`src/rtl/frame_reg_pkg.sv`:
```
// rtl/frame_reg_pkg.sv - field map, default command addresses and access decode type for frame_reg_bank
package frame_reg_pkg;

  localparam int DEL1_BASE   = 0;
  localparam int DUR1_BASE   = 4;
  localparam int THHV_ADDR   = 8;
  localparam int RES_ADDR    = 9;
  localparam int N_ACTIVE    = 10;
  localparam int FIELD_BYTES = 4;

  localparam int DEF_COMMIT_ADDR = 15;
  localparam int DEF_STATUS_ADDR = 14;

  typedef enum logic [1:0] {
    ACC_NONE,
    ACC_SHADOW,
    ACC_STATUS,
    ACC_COMMIT
  } acc_kind_e;

endpackage

```
`src/rtl/cs_edge_detect.sv`:
```
// rtl/cs_edge_detect.sv - cs_n falling-edge pulse; 2-flop synchronizer in front when FRAME_REG_BUS_SYNC_EN is defined
module cs_edge_detect (
  input  logic clk,
  input  logic rst,
  input  logic cs_n,
  output logic fall
);

`ifdef FRAME_REG_BUS_SYNC_EN
  // [0],[1] synchronize cs_n; [2] holds the previous synchronized level
  logic [2:0] cs_q;

  always_ff @(posedge clk) begin
    if (rst) begin
      cs_q <= 3'b111;
    end else begin
      cs_q <= {cs_q[1:0], cs_n};
    end
  end

  assign fall = cs_q[2] & ~cs_q[1];
`else
  logic cs_q;

  always_ff @(posedge clk) begin
    if (rst) begin
      cs_q <= 1'b1;
    end else begin
      cs_q <= cs_n;
    end
  end

  assign fall = cs_q & ~cs_n;
`endif

endmodule

```
`src/rtl/frame_reg_bank.sv`:
```
// rtl/frame_reg_bank.sv - shadow/active register bank with frame-gated atomic commit
// FRAME_REG_BUS_SYNC_EN selects a synchronized cs_n path in cs_edge_detect
module frame_reg_bank
  import frame_reg_pkg::*;
#(
  parameter int DATA_W      = 8,
  parameter int DEPTH       = 16,
  parameter int ADDR_W      = 8,
  parameter int COMMIT_ADDR = DEF_COMMIT_ADDR,
  parameter int STATUS_ADDR = DEF_STATUS_ADDR
) (
  input  logic                          clk,
  input  logic                          rst,
  input  logic                          cs_n,
  input  logic                          rw,
  input  logic [ADDR_W-1:0]             addr,
  input  logic [DATA_W-1:0]             data_in,
  input  logic                          frame_active,
  output logic [DATA_W-1:0]             data_out,
  output logic                          rd_valid,
  output logic [FIELD_BYTES*DATA_W-1:0] del1,
  output logic [FIELD_BYTES*DATA_W-1:0] dur1,
  output logic [DATA_W-1:0]             thhv,
  output logic [DATA_W-1:0]             res_value,
  output logic                          commit_pending
);

  localparam int IDX_W = (DEPTH > 1) ? $clog2(DEPTH) : 1;
  localparam logic [ADDR_W-1:0] COMMIT_A = ADDR_W'(COMMIT_ADDR);
  localparam logic [ADDR_W-1:0] STATUS_A = ADDR_W'(STATUS_ADDR);

  logic              access;
  acc_kind_e         kind;
  logic [IDX_W-1:0]  idx;
  logic              do_copy;
  logic [DATA_W-1:0] rd_mux;
  logic [DATA_W-1:0] shadow   [DEPTH];
  logic [DATA_W-1:0] act_bank [N_ACTIVE];

  cs_edge_detect u_cs_edge (
    .clk  (clk),
    .rst  (rst),
    .cs_n (cs_n),
    .fall (access)
  );

  assign idx     = addr[IDX_W-1:0];
  assign do_copy = commit_pending & ~frame_active;

  // Command addresses take precedence over the plain shadow range
  always_comb begin
    kind = ACC_NONE;
    if (addr == COMMIT_A) begin
      kind = ACC_COMMIT;
    end else if (addr == STATUS_A) begin
      kind = ACC_STATUS;
    end else if (32'(addr) < 32'(DEPTH)) begin
      kind = ACC_SHADOW;
    end
  end

  always_comb begin
    rd_mux = '0;
    case (kind)
      ACC_SHADOW: rd_mux = shadow[idx];
      ACC_STATUS: rd_mux = {{(DATA_W-1){1'b0}}, commit_pending};
      default:    rd_mux = '0;
    endcase
  end

  always_ff @(posedge clk) begin
    if (rst) begin
      for (int i = 0; i < DEPTH; i++) begin
        shadow[i] <= '0;
      end
    end else if (access && rw && (kind == ACC_SHADOW)) begin
      shadow[idx] <= data_in;
    end
  end

  // A commit request arriving while one is already pending is absorbed
  always_ff @(posedge clk) begin
    if (rst) begin
      commit_pending <= 1'b0;
    end else if (do_copy) begin
      commit_pending <= 1'b0;
    end else if (access && rw && (kind == ACC_COMMIT) && data_in[0]) begin
      commit_pending <= 1'b1;
    end
  end

  always_ff @(posedge clk) begin
    if (rst) begin
      for (int i = 0; i < N_ACTIVE; i++) begin
        act_bank[i] <= '0;
      end
    end else if (do_copy) begin
      for (int i = 0; i < N_ACTIVE; i++) begin
        act_bank[i] <= shadow[i];
      end
    end
  end

  always_ff @(posedge clk) begin
    if (rst) begin
      rd_valid <= 1'b0;
      data_out <= '0;
    end else begin
      rd_valid <= access & ~rw;
      if (access && !rw) begin
        data_out <= rd_mux;
      end
    end
  end

  // Lowest address of each multi-byte field is its most significant byte
  always_comb begin
    del1 = '0;
    dur1 = '0;
    for (int i = 0; i < FIELD_BYTES; i++) begin
      del1[(FIELD_BYTES-1-i)*DATA_W +: DATA_W] = act_bank[DEL1_BASE+i];
      dur1[(FIELD_BYTES-1-i)*DATA_W +: DATA_W] = act_bank[DUR1_BASE+i];
    end
  end

  assign thhv      = act_bank[THHV_ADDR];
  assign res_value = act_bank[RES_ADDR];

endmodule
```
`config.mk`:
```
export PLATFORM = sky130hd
export DESIGN_NAME = frame_reg_bank
export DESIGN_NICKNAME = d
export VERILOG_FILES = /design/src/rtl/frame_reg_pkg.sv /design/src/rtl/cs_edge_detect.sv /design/src/rtl/frame_reg_bank.sv
export SDC_FILE = /design/constraint.sdc
export NUM_CORES = 1
export LEC_CHECK = 0
export BUFFER_PORTS_ARGS = -buffer_cell sky130_fd_sc_hd__buf_4
export CORE_AREA = 2 2 180 138
export CTS_CLUSTER_DIAMETER = 200
export CTS_CLUSTER_SIZE = 12
export DETAILED_ROUTE_END_ITERATION = 10
export DIE_AREA = 0 0 182 140
export PLACE_DENSITY_LB_ADDON = 0.1
export SYNTH_ARGS = -nofsm -noshare
export SYNTH_HDL_FRONTEND = slang
export SYNTH_HIERARCHICAL = 1
export SYNTH_SLANG_ARGS = --single-unit
```
`constraint.sdc`:
```
create_clock -name clk -period 5.3 [get_ports clk]
set_input_delay 1.06 -clock clk [delete_from_list [all_inputs] [get_ports clk]]
set_output_delay 1.06 -clock clk [all_outputs]
set_load 0.1 [all_outputs]
```
==> impl_results.md <==
- Slew headroom: 27.3%
- Routed WL: 23.1 mm
- Placed wire-length estimate: 15.9 mm
- Reg2reg path depth: 5
- Synth Area in Adders: 0.268%
- Core area: 23700 um^2
- Crit Path Class: in2reg
- Async SR Flop Fraction: 0%
- Largest family of logic cells by synthesized area: simple AND/OR/NAND/NOR gates
- Cell taking the most area after synthesis: edfxtp_1
- Synth warn: 6
- Leak: 4.24 nW
- RSZ-0062 raised after global routing: no
- Status: complete, no violations
- Routed Antenna Nets: 0
- Total number of vias: 5206
- Setup Slack @ Placement: 1.25 ns
- MaxCap Viol Count: 0
- Post-Synth Simple-Gate Area: 18.7%
- Worst setup margin: 1.75 ns
- Root buffer cell: clkbuf_16
- RD Place Congestion: 0.796
- Dpl cell area: 10400 um^2
- Top cells by area, synth: edfxtp_1, and2_1, mux4_2
- Post-synth net total: 629
- DR vias/cell: 5.05
- Initial Util: 39.4%
- Die Footprint: 25500 um^2
- CP arrival: 3.75 ns
- Critical-path cell list: buf_4, nand2b_1, o21a_1, ha_1, and4b_1, nand3_1, nor3_1, or2_2
- Worst EP required: 5.51 ns
- DR pass1 iterations: 5
- DRC violations left: 0
- Most frequent cells in the layout: and2_1, edfxtp_1, buf_4
- Multiplexer area fraction after synthesis: 8.49%
- Worst-path clk slew: 0.06 ns
- TritonCTS clock tree: built
- Synth Register Bits: 219
- First-pass GRT wire length: 34.7 mm
- Pin count of the biggest net entering global routing: 82
- Hold Buf Count CTS: 0
- Final min period: 3.55 ns
- Hold Vio Cnt, Final: 0
- Max stage delay on crit path: 0.64 ns
- Area grow syn2layout: 18.6%
- Share of cells above drive strength 1: 26.1%
- Reg2reg start: u_cs_edge/cs_q
- Antenna Cells: 0
- Critical path endpoint: shadow[1][3]
- Pwr dens: 338 nW/um^2
- CTS H-tree lvls: 1
- Internal reg-to-reg setup slack: 2.93 ns
- Wire length per cell: 22.4 um
- Slew Limit Fails: 0
- Post-Syn Instances: 606
- Num CTS Buffers: 22
- Worst Tran Pin Value: 1.09 ns
- Reg-to-reg endpoint: shadow[1][3]
- Synth Area in Compound Gates: 1.56%
- WP depth: 8
- Critical Path Slowest Stage Cell: nor3_1
- Vias in the first global route: 5369
- Critical Path Source Type: input port
- Global route overflow: 0
- Period utilisation layout: 66.9%
- Clk sink count: 219
- Top delay family on crit path: simple AND/OR/NAND/NOR gates
- # IOs: 111
- Layout Skew: 0.0102 ns
- Cell variety after synth: 38
- Fin area: 11100 um^2
- Die width: 182 um
- Tot GR Track Use: 18.4%
- Setup TNS: 0 ns
- Fillers: 2079
- First DRT Iteration DRCs: 336
- Xor and xnor area share after synthesis: 0%
- Port bufs: 110
- Setup repair bufs after CTS: 0
- Setup crit start: addr[0]
- Std cell rows: 49
- Clock Path Buffers: 3
- Synthesized cell area: 9330 um^2
- Post-synth EDFFs: 208
- Initial antenna violation count: 2
- Syn Area/Cell: 15.4 um^2
- CP max FO: 38
- Seq/Total Area, Yosys: 69.3%
- Min-Delay Path Class: reg2reg
- FMAX: 282 MHz
- Final #Nets: 732
- Chip Height: 140 um
- Yosys top cell area share: 66.9%
- Setup crit end kind: flip-flop
- Clock latency on the worst-skew pair: 0.51 ns
- Buffers & Inverters on Critical Path: 1
- Primary FF master, synth: edfxtp_1
- Worst vdd ir: 0.240 mV
- CTS resizes: 0
- Final setup violation count: 0
[per-layer routing]
| layer | part of all wire, % | vias to the layer above | wire, um | track usage (%) |
|---|---|---|---|---|
| li1 | - | 2395 | - | - |
| met1 | 46 | 2605 | 10700 | 26.5 |
| met2 | 44 | 163 | 10200 | 28.0 |
| met3 | 6.6 | 43 | 1530 | 4.11 |
| met4 | 2.8 | 0 | 654 | 5.60 |
| met5 | 0 | - | 0 | 0 |
[flip-flops by register name, indices dropped and copies added, names as in the netlist]
register,count
act_bank,80
commit_pending,1
rd_valid,1
data_out,8
shadow,128
u_cs_edge/cs_q,1
[metrics by stage]
stage          power, W  hold slack, ns  std cells  util [%]
5_1_grt         0.00387           0.535       1031      46.8
3_3_place_gp    0.00234           0.508        991      44.0
6_report        0.00374           0.505       1031      46.8
2_1_floorplan   0.00224           0.518        606         -
3_5_place_dp    0.00234           0.502        991      44.0
4_1_cts         0.00378           0.519       1031      46.8
[how the worst min path moves through the flow]
stage                     slack (ns)              to    startpoint  cells past startpoint
final                           0.50     data_out[7]   data_out[7]                      2
after CTS                       0.52     data_out[6]   data_out[6]                      2
after global routing            0.53     data_out[7]   data_out[7]                      2
after global placement          0.51     data_out[7]   data_out[7]                      2
after floorplan                 0.52  act_bank[2][0]  shadow[2][0]                      1
after detailed placement        0.50     data_out[6]   data_out[6]                      2
[report_power, final]
part | leakage (nW) | internal [W] | switching (W)
registers | 2.29 | 0.00193 | 0.0000220
logic | 1.64 | 0.0000787 | 0.000267
clock network | 0.308 | 0.000811 | 0.000630
total | 4.24 | 0.00283 | 0.000919
[layout make-up]
class / instances / area (um^2) / share of cell area (%)
Multi-Input combinational cell: 351 / 2720 / 24.6
Inverter: 4 / 15.0 / 0.136
Clock inverter: 1 / 11.3 / 0.102
Clock buffer: 39 / 636 / 5.74
Sequential cell: 219 / 6470 / 58.4
Timing Repair Buffer: 111 / 833 / 7.53
Tap cell: 306 / 383 / 3.46
[cells in the mapped netlist (2+ instances only)]
| library cell | instances |
|---|---|
| clkbuf_1 | 23 |
| and4_1 | 3 |
| a21oi_1 | 2 |
| mux2i_1 | 6 |
| and2_1 | 208 |
| a22o_1 | 4 |
| nand4_1 | 2 |
| nand2b_1 | 8 |
| inv_1 | 3 |
| buf_2 | 5 |
| nor3_1 | 5 |
| mux4_2 | 32 |
| ha_1 | 2 |
| nand3_1 | 6 |
| nand2_1 | 15 |
| nor2b_1 | 4 |
| or2_2 | 16 |
| edfxtp_1 | 208 |
| dfxtp_1 | 11 |
| o2111ai_1 | 4 |
| buf_4 | 2 |
| nor2_1 | 19 |
| a211oi_1 | 3 |
[worst reg2reg max path: stages (launching register included)]
cell	delay, ns
dfxtp_1	0.30
and2b_2	0.20
and4b_1	0.27
nand3_1	0.31
nor3_1	0.64
or2_2	0.34
[cells by family (layout without fill, tap and decap cells)]
family          after synthesis  count (layout)
compound gates               18              18
fa+ha+maj                     2               2
buf+inv                      36             155
flops                       219             219
mux                          39              39
simple gates                292             292
(Power assumes the default switching activity.)
